--- src/rtl/arb_txn_ctrl_if.sv ---
// Command/response bus between the transaction controller and its single target.
// master = controller side, slave = target side.
interface arb_txn_ctrl_if #(
    parameter int IW = 1,
    parameter int DW = 8
) ();
    logic          bus_valid;
    logic          bus_ready;
    logic [IW-1:0] bus_id;
    logic [DW-1:0] bus_wdata;
    logic          rsp_valid;
    logic [DW-1:0] rsp_data;

    modport master (
        output bus_valid,
        output bus_id,
        output bus_wdata,
        input  bus_ready,
        input  rsp_valid,
        input  rsp_data
    );

    modport slave (
        input  bus_valid,
        input  bus_id,
        input  bus_wdata,
        output bus_ready,
        output rsp_valid,
        output rsp_data
    );
endinterface

--- src/rtl/arb_txn_ctrl.sv ---
// Serves the arbiter's winner: issues one command, waits for the response
// (bounded by TIMEOUT), returns it with done and pulses ack to advance the arbiter.
module arb_txn_ctrl #(
    parameter int N       = 2,
    parameter int DW      = 8,
    parameter int TIMEOUT = 15,
    parameter int IW      = (N > 1) ? $clog2(N) : 1
) (
    input  logic                clk,
    input  logic                rst,
    input  logic [N-1:0]        grant,
    input  logic [N*DW-1:0]     req_data,
    output logic                ack,
    output logic                busy,
    arb_txn_ctrl_if.master      bus,
    output logic [N-1:0]        done,
    output logic [DW-1:0]       done_data,
    output logic                timeout,
    output logic                grant_err
);

    localparam int CW = $clog2(TIMEOUT + 1);
    localparam logic [CW-1:0] LAST = CW'(TIMEOUT - 1);

    typedef enum logic [1:0] {
        IDLE,
        ISSUE,
        WAIT_RSP,
        ACK
    } state_t;

    state_t        state;
    logic [CW-1:0] cnt;
    logic          valid_q;
    logic [IW-1:0] id_q;
    logic [DW-1:0] wdata_q;

    logic [IW-1:0] idx;
    logic [DW-1:0] sel_data;
    logic          multi;

    // Lowest set grant bit wins, so an illegal multi-hot grant is still served.
    always_comb begin
        idx = '0;
        for (int i = N - 1; i >= 0; i--) begin
            if (grant[i]) begin
                idx = IW'(i);
            end
        end
    end

    assign sel_data = req_data[idx*DW +: DW];
    assign multi    = |(grant & (grant - N'(1)));

    assign bus.bus_valid = valid_q;
    assign bus.bus_id    = id_q;
    assign bus.bus_wdata = wdata_q;

    always_ff @(posedge clk) begin
        if (rst) begin
            state     <= IDLE;
            cnt       <= '0;
            valid_q   <= 1'b0;
            id_q      <= '0;
            wdata_q   <= '0;
            ack       <= 1'b0;
            busy      <= 1'b0;
            done      <= '0;
            done_data <= '0;
            timeout   <= 1'b0;
            grant_err <= 1'b0;
        end else begin
            ack  <= 1'b0;
            done <= '0;
            unique case (state)
                IDLE: begin
                    if (|grant) begin
                        id_q    <= idx;
                        wdata_q <= sel_data;
                        valid_q <= 1'b1;
                        busy    <= 1'b1;
                        state   <= ISSUE;
                        if (multi) begin
                            grant_err <= 1'b1;
                        end
                    end
                end
                ISSUE: begin
                    if (valid_q && bus.bus_ready) begin
                        valid_q <= 1'b0;
                        cnt     <= '0;
                        state   <= WAIT_RSP;
                    end
                end
                WAIT_RSP: begin
                    // A response arriving in the expiry cycle still wins.
                    if (bus.rsp_valid) begin
                        done_data <= bus.rsp_data;
                        timeout   <= 1'b0;
                        ack       <= 1'b1;
                        done      <= N'(1) << id_q;
                        state     <= ACK;
                    end else if (cnt == LAST) begin
                        done_data <= '0;
                        timeout   <= 1'b1;
                        ack       <= 1'b1;
                        done      <= N'(1) << id_q;
                        state     <= ACK;
                    end else begin
                        cnt <= cnt + 1'b1;
                    end
                end
                ACK: begin
                    busy  <= 1'b0;
                    state <= IDLE;
                end
                default: begin
                    state <= IDLE;
                end
            endcase
        end
    end

endmodule

--- src/flat_wrapper.sv ---
// flat-port wrapper written by rule: the top's interface ports become plain ports
module arb_txn_ctrl_flat 
#(
    parameter int N       = 2,
    parameter int DW      = 8,
    parameter int TIMEOUT = 15,
    parameter int IW      = (N > 1) ? $clog2(N) : 1
)
  (clk, rst, grant, req_data, ack, busy, done, done_data, timeout, grant_err, bus_bus_valid, bus_bus_id, bus_bus_wdata, bus_bus_ready, bus_rsp_valid, bus_rsp_data);
  arb_txn_ctrl_if #(.IW(IW), .DW(DW)) bus_i ();
  input  logic clk;
  input  logic rst;
  input  logic [N-1:0] grant;
  input  logic [N*DW-1:0] req_data;
  output logic ack;
  output logic busy;
  output logic [N-1:0] done;
  output logic [DW-1:0] done_data;
  output logic timeout;
  output logic grant_err;
  output wire logic [$bits(bus_i.bus_valid)-1:0] bus_bus_valid;
  output wire logic [$bits(bus_i.bus_id)-1:0] bus_bus_id;
  output wire logic [$bits(bus_i.bus_wdata)-1:0] bus_bus_wdata;
  input wire logic [$bits(bus_i.bus_ready)-1:0] bus_bus_ready;
  input wire logic [$bits(bus_i.rsp_valid)-1:0] bus_rsp_valid;
  input wire logic [$bits(bus_i.rsp_data)-1:0] bus_rsp_data;
  assign bus_bus_valid = bus_i.bus_valid;
  assign bus_bus_id = bus_i.bus_id;
  assign bus_bus_wdata = bus_i.bus_wdata;
  assign bus_i.bus_ready = bus_bus_ready;
  assign bus_i.rsp_valid = bus_rsp_valid;
  assign bus_i.rsp_data = bus_rsp_data;
  arb_txn_ctrl #(.N(N), .DW(DW), .TIMEOUT(TIMEOUT), .IW(IW)) u_core (.clk(clk), .rst(rst), .grant(grant), .req_data(req_data), .ack(ack), .busy(busy), .bus(bus_i), .done(done), .done_data(done_data), .timeout(timeout), .grant_err(grant_err));
endmodule
--- config.mk ---
export PLATFORM = sky130hd
export DESIGN_NAME = arb_txn_ctrl_flat
export DESIGN_NICKNAME = d
export VERILOG_FILES = /design/src/rtl/arb_txn_ctrl_if.sv /design/src/rtl/arb_txn_ctrl.sv /design/src/flat_wrapper.sv
export SDC_FILE = /design/constraint.sdc
export NUM_CORES = 1
export LEC_CHECK = 0
export BUFFER_PORTS_ARGS = -buffer_cell sky130_fd_sc_hd__buf_2
export CAP_MARGIN = 20
export CORE_ASPECT_RATIO = 0.75
export CORE_MARGIN = 2
export CORE_UTILIZATION = 50
export CTS_CLUSTER_SIZE = 10
export DETAILED_ROUTE_END_ITERATION = 6
export GPL_TIMING_DRIVEN = 1
export PLACE_DENSITY = 0.84
export REMOVE_ABC_BUFFERS = 1
export SYNTH_ARGS = -nofsm -noshare
export SYNTH_HDL_FRONTEND = slang
export SYNTH_SLANG_ARGS = --single-unit
--- constraint.sdc ---
create_clock -name clk -period 3.4 [get_ports clk]
set_clock_uncertainty 0.05 [all_clocks]
set_input_delay 0.51 -clock clk [delete_from_list [all_inputs] [get_ports clk]]
set_output_delay 0.51 -clock clk [all_outputs]
set_load 0.01 [all_outputs]
* Yosys cells after proc, flatten, opt, wreduce, memory -nomap -nowiden
Cells that the tools add are included.
** Storage, ports and cells
- Memories :: 0
- Bits in read-only memories :: 0
- Output and inout bits :: 24
- Bits in writable memories :: 0
- Bits in registers :: 30
- Word-level logic and storage cells :: 65
- Bits in latches :: 0
- Input port bits :: 30
** Operators by class
- Bitwise gates (word level) :: 2
- Shifts and indexed selects :: 2
- Multipliers :: 0
- Muxes and demuxes :: 23
- Divide/modulo/power cells :: 0
- Add/subtract/negate cells :: 2
- Magnitude comparators :: 0
- Eq/ne operators :: 9
- Reductions and logical operators :: 16
** Operator list (number)
- two-way mux 8 bit :: 2
- indexed part select 16 x 5 -> 8 bit :: 1
- two-way mux 2 bit :: 6
- two-way mux 4 bit :: 3
- AND reduction 3 bit :: 3
- two-way mux 1 bit :: 8
- case mux 2 bit (4 select lines) :: 1
- case mux 4 bit (2 select lines) :: 1
- nonzero test 2 bit :: 4
- AND reduction 2 bit :: 3
- OR reduction 2 bit :: 3
- adder 4 x 1 -> 4 bit (second input constant) :: 1
- == test 2 bit (second input constant) :: 2
- == test 4 bit (second input constant) :: 1
- != test 2 x 1 -> 1 bit (second input constant) :: 2
- != test 2 bit (second input constant) :: 2
- case mux 1 bit (2 select lines) :: 2
- AND reduction 4 bit :: 1
- != test 3 x 2 -> 1 bit (second input constant) :: 1
- bitwise AND 2 bit :: 1
- == test 2 x 1 -> 1 bit (second input constant) :: 1
- logical NOT 2 bit :: 1
- left shift 1 x 1 -> 2 bit (first input constant) :: 1
- subtractor 2 x 1 -> 2 bit (second input constant) :: 1
- other kinds (2) :: 2

* Logic depth before layout (Yosys ltp)
- Depth in word-level cells :: 4
- Depth in mapped cells :: 7
- Gate-level depth less buffers :: 6

* Worst setup path after synthesis
OpenSTA, ideal clock, no wires.
- Path kind :: reg2reg
- Start point :: register u_core.state[0]
- End point :: register u_core.cnt[2]
- Library setup time :: 0.132 ns
- Arrival time :: 1.622 ns
- Path slack :: 1.596 ns
- Period minus slack after synthesis :: 1.804 ns
- Buffers on the path :: 0
- Stages on the path, launching flop included :: 7
- Data required time :: 3.218 ns
- Cell sequence :: dfxtp_1 inv_1 ha_1 and4_4 or4_4 o21ai_1 a21oi_1
** Between the ends
- Word-level cells in the longest chain between the ends :: 3
- Elaborated cells between the ends (all ways) :: 8
- Classes of those cells :: eq/ne (5); mux (1); reduce/logical (2)
** Ends and longest elaborated chain
- start: declaration :: line arb_txn_ctrl.sv:32 : state_t state;
- start signal: assignment :: line arb_txn_ctrl.sv:61 : state <= IDLE;
- start signal: assignment :: line arb_txn_ctrl.sv:82 : state <= ISSUE;
- start signal: assignment :: line arb_txn_ctrl.sv:92 : state <= WAIT_RSP;
- == test 2 bit or == test 2 x 1 -> 1 bit (tied branches) :: line arb_txn_ctrl.sv:75 : unique case (state)
- != test 2 bit (no source line) (tied with other cells)
- AND reduction 4 bit (no source line)
- end signal: assignment :: line arb_txn_ctrl.sv:110 : cnt <= cnt + 1'b1;
- end: declaration :: line arb_txn_ctrl.sv:33 : logic [CW-1:0] cnt;
Parallel ways exist; a longest one is shown, timed or not.
A chain may end at the register's enable or synchronous reset.

* Worst setup path in the final report
Same ends and word-level chain as after synthesis.

==> key figures <==
CTS
  – Skew-Pair Late Insertion Delay: 330 ps
  – Clk sink count: 30
  – Post-CTS Hold Buffers: 0
  – CTS root buffer: clkbuf_4
  – Post-CTS resize count: 0
  – TritonCTS Buffers: 5
  – Clock Pin Slew Worst Setup and Hold Paths: 90 ps
  – CTS tree: done
  – Number of setup buffers added after CTS: 0
  – H-tree levels: 2
  – Clock Tree Buf Depth: 2

STA
  – Tmin final: 2100 ps
  – Max Fclk: 476 MHz
  – Slew HR: 65.1%
  – Slew Limit Fails: 0
  – Fin crit share: 61.8%
  – Final Hold Vio Count: 0
  – RSZ-0062 raised after global routing: false
  – Final setup vio count: 0
  – Setup TNS Final: 0 ps
  – Worst slew pin tran: 524 ps

Yosys
  – Seq/Total Area, Yosys: 47.5%
  – Mean Syn Cell Area: 9.16 µm²
  – Register bit count reported by yosys: 30
  – Post-Synth XOR/XNOR Area: 0%
  – Mapped Cells: 138
  – Largest family of logic cells by synthesized area: compound AO/OA/AOI/OAI gates
  – Ys flop type: dfxtp_1
  – Fraction of registers with async set/reset: 0%
  – Total number of yosys warnings: 0
  – Mux cell area share after synthesis: 2.38%
  – Compound-gate portion of the synthesized area: 22.1%
  – Simple-gate share of the synthesized area: 17.7%
  – Post-synth EDFFs: 0
  – Adder-Cell Fraction of Synth Area: 6.93%
  – Post-synthesis cell type count: 28
  – Post-Syn Area: 0.00126 mm²

Placed design
  – Buffers on Ports: 53
  – Final RePlAce weighted congestion: 0.787
  – HPWL Detailed: 2.10 mm

Detailed routing
  – DR WL/cell: 12.6 µm
  – Routed wire length: 2.88 mm
  – Via density: 5.20
  – DRT Pass-1 Iters: 4
  – DRT iter0 DRCs: 73
  – Number of remaining DRC errors: 0
  – Vias: 1186
  – Final ANT Viol Nets: 0

GRT
  – Pin count of the biggest net entering global routing: 30
  – Initial antenna violation count: 0
  – M1 GR Usage: 24.2%
  – GR peak layer: met2
  – GRT Overall Usage: 19.0%
  – Global route overflow: 0
  – First-pass GRT wire length: 4.04 mm
  – Met2 GRT Util: 29.6%
  – Number of global-route vias before repair: 992
  – Met3 Use GR: 6.76%

Worst setup path
  – Critical path, cell by cell: inv_1 > ha_1 > and2_1 > or4_4 > o21ai_1 > a21oi_1
  – Critical path class: flip-flop to flip-flop
  – CP arrival: 2250 ps
  – CP Max Fanout: 12
  – Slowest cell on crit path: or4_4
  – CP endpoint kind: flip-flop
  – CP Data Required Time: 3550 ps
  – Critical Path Source Type: flip-flop
  – Max incr delay on CP: 620 ps

Job
  – Max cap viols: 0

Die
  – Io pins: 54
  – Die width: 62.1 µm
  – Row count: 15
  – Core Region: 0.00235 mm²
  – Die area: 0.00295 mm²
  – Starting Density: 53.9%
  – Die H: 47.5 µm

Pwr
  – Leak Pwr: 0.784 nW
  – Power per cell area: 746 mW/mm²
  – Worst VDD drop: 0.406 mV
  – Final Power: 1.24 mW

Layout
  – Area of the multi-input gates: 621 µm²
  – Layout cell share with drive strength beyond 1: 34.5%
  – Nets@finish: 230
  – Antenna diode count: 0
  – Area Growth Syn to Fin: 31.6%
  – Number of fill cells: 185
  – Final core occ: 70.9%
  – Seq. cell area: 601 µm²

Run status
  – Status: finished, final reports clean

Worst hold path
  – Worst Hold Class: input pin to flip-flop
area by class of cell:
cell class | instances | share of cell area [%]
Timing Repair Buffer | 53 | 16.0
Inverter | 6 | 1.35
Clock inverter | 2 | 3.61
Sequential cell | 30 | 36.1
Clock buffer | 6 | 3.09
Tap cell | 34 | 2.56
Multi-Input combinational cell | 97 | 37.3
worst paths after layout:
kind / start / to / slack (ps) / cells after the start
max: u_core.state[0] / u_core.cnt[2] / 1300 / 6
max reg2reg: u_core.state[0] / u_core.cnt[2] / 1300 / 6
min reg2reg: u_core.grant_err / u_core.grant_err / 440 / 2
min: grant[0] / u_core.bus.bus_id / 360 / 2
cells by family (layout without fill, tap and decap cells):
kind of cell / after synthesis / count (layout)
AND/OR/NAND/NOR: 48 / 48
AO/OA/AOI/OAI: 39 / 39
flip-flops: 30 / 30
buffers and inverters: 11 / 67
adder cells (fa/ha/maj): 7 / 7
multiplexers: 3 / 3
flip-flops by register name (all words and copies together), names as in the netlist:
register and flops:
u_core.bus.bus_id 1, u_core.done_data 8, u_core.grant_err 1, u_core.state 2, u_core.done 2, u_core.timeout 1
u_core.busy 1, u_core.bus.bus_wdata 8, u_core.ack 1, u_core.cnt 4, u_core.bus.bus_valid 1
synth_stat cells, drive strengths merged, types with 3 or more instances:
cell type  count  share of area [%]
mux2i          3                2.4
nor3           3                1.2
a21oi          4                1.6
nand2          4                1.2
ha             7                6.9
a211oi        11                6.5
clkbuf         4                1.2
nor2          33                 10
and2           3                1.6
inv            5                1.5
o22ai          8                4.0
a22oi          8                4.8
dfxtp         30                 48
cell usage in the layout (no fill, tap or decap):
master     synthesis  final
bufinv_16          0      2
nor2_2             1      1
a21boi_4           1      1
and4_4             1      1
a21oi_1            4      4
o31ai_1            1      1
clkinv_1           1      1
buf_2              1     53
a211oi_1          11     11
and2_1             2      2
nand2_1            4      4
nor3_1             3      3
and2_2             1      1
a31oi_1            2      2
a22oi_1            8      8
a311oi_1           1      1
ha_1               7      7
a221oi_1           1      1
nand3_1            1      1
nor2_1            32     32
or4_4              1      1
clkbuf_8           0      1
nand3b_1           1      1
o21ai_1            2      2
mux2i_1            3      3
inv_1              5      5
o22ai_1            8      8
nor4_2             1      1
clkbuf_4           0      5
dfxtp_1           30     30
layer usage:
metal / vias to the layer above / part of all wire, %
met5: - / 0
met4: 0 / 0.59
met3: 4 / 6.5
met2: 46 / 46
met1: 531 / 46
li1: 605 / -
where the power goes:
group          switching (mW)  internal (mW)  leakage [nW]
registers              0.0485          0.425         0.246
logic                   0.223          0.167         0.480
clock network           0.128          0.249        0.0585
worst max-delay path: cells and delay by family (launching register included):
| family | cells | cell delay, ps |
|---|---|---|
| flops | 1 | 420 |
| compound gates | 2 | 220 |
| buf+inv | 1 | 90 |
| simple gates | 2 | 920 |
| fa+ha+maj | 1 | 260 |
stage by stage:
stage | worst slack (ps) | hold slack (ps) | cells | area (µm²)
floorplan | 1520 | 426 | 133 | 1240
global placement | 1410 | 409 | 220 | 1550
detailed placement | 1320 | 424 | 220 | 1550
CTS | 1320 | 358 | 228 | 1660
global route | 1180 | 383 | 228 | 1660
finish | 1300 | 364 | 228 | 1660
No activity file was read; power rests on OpenSTA's default activity.
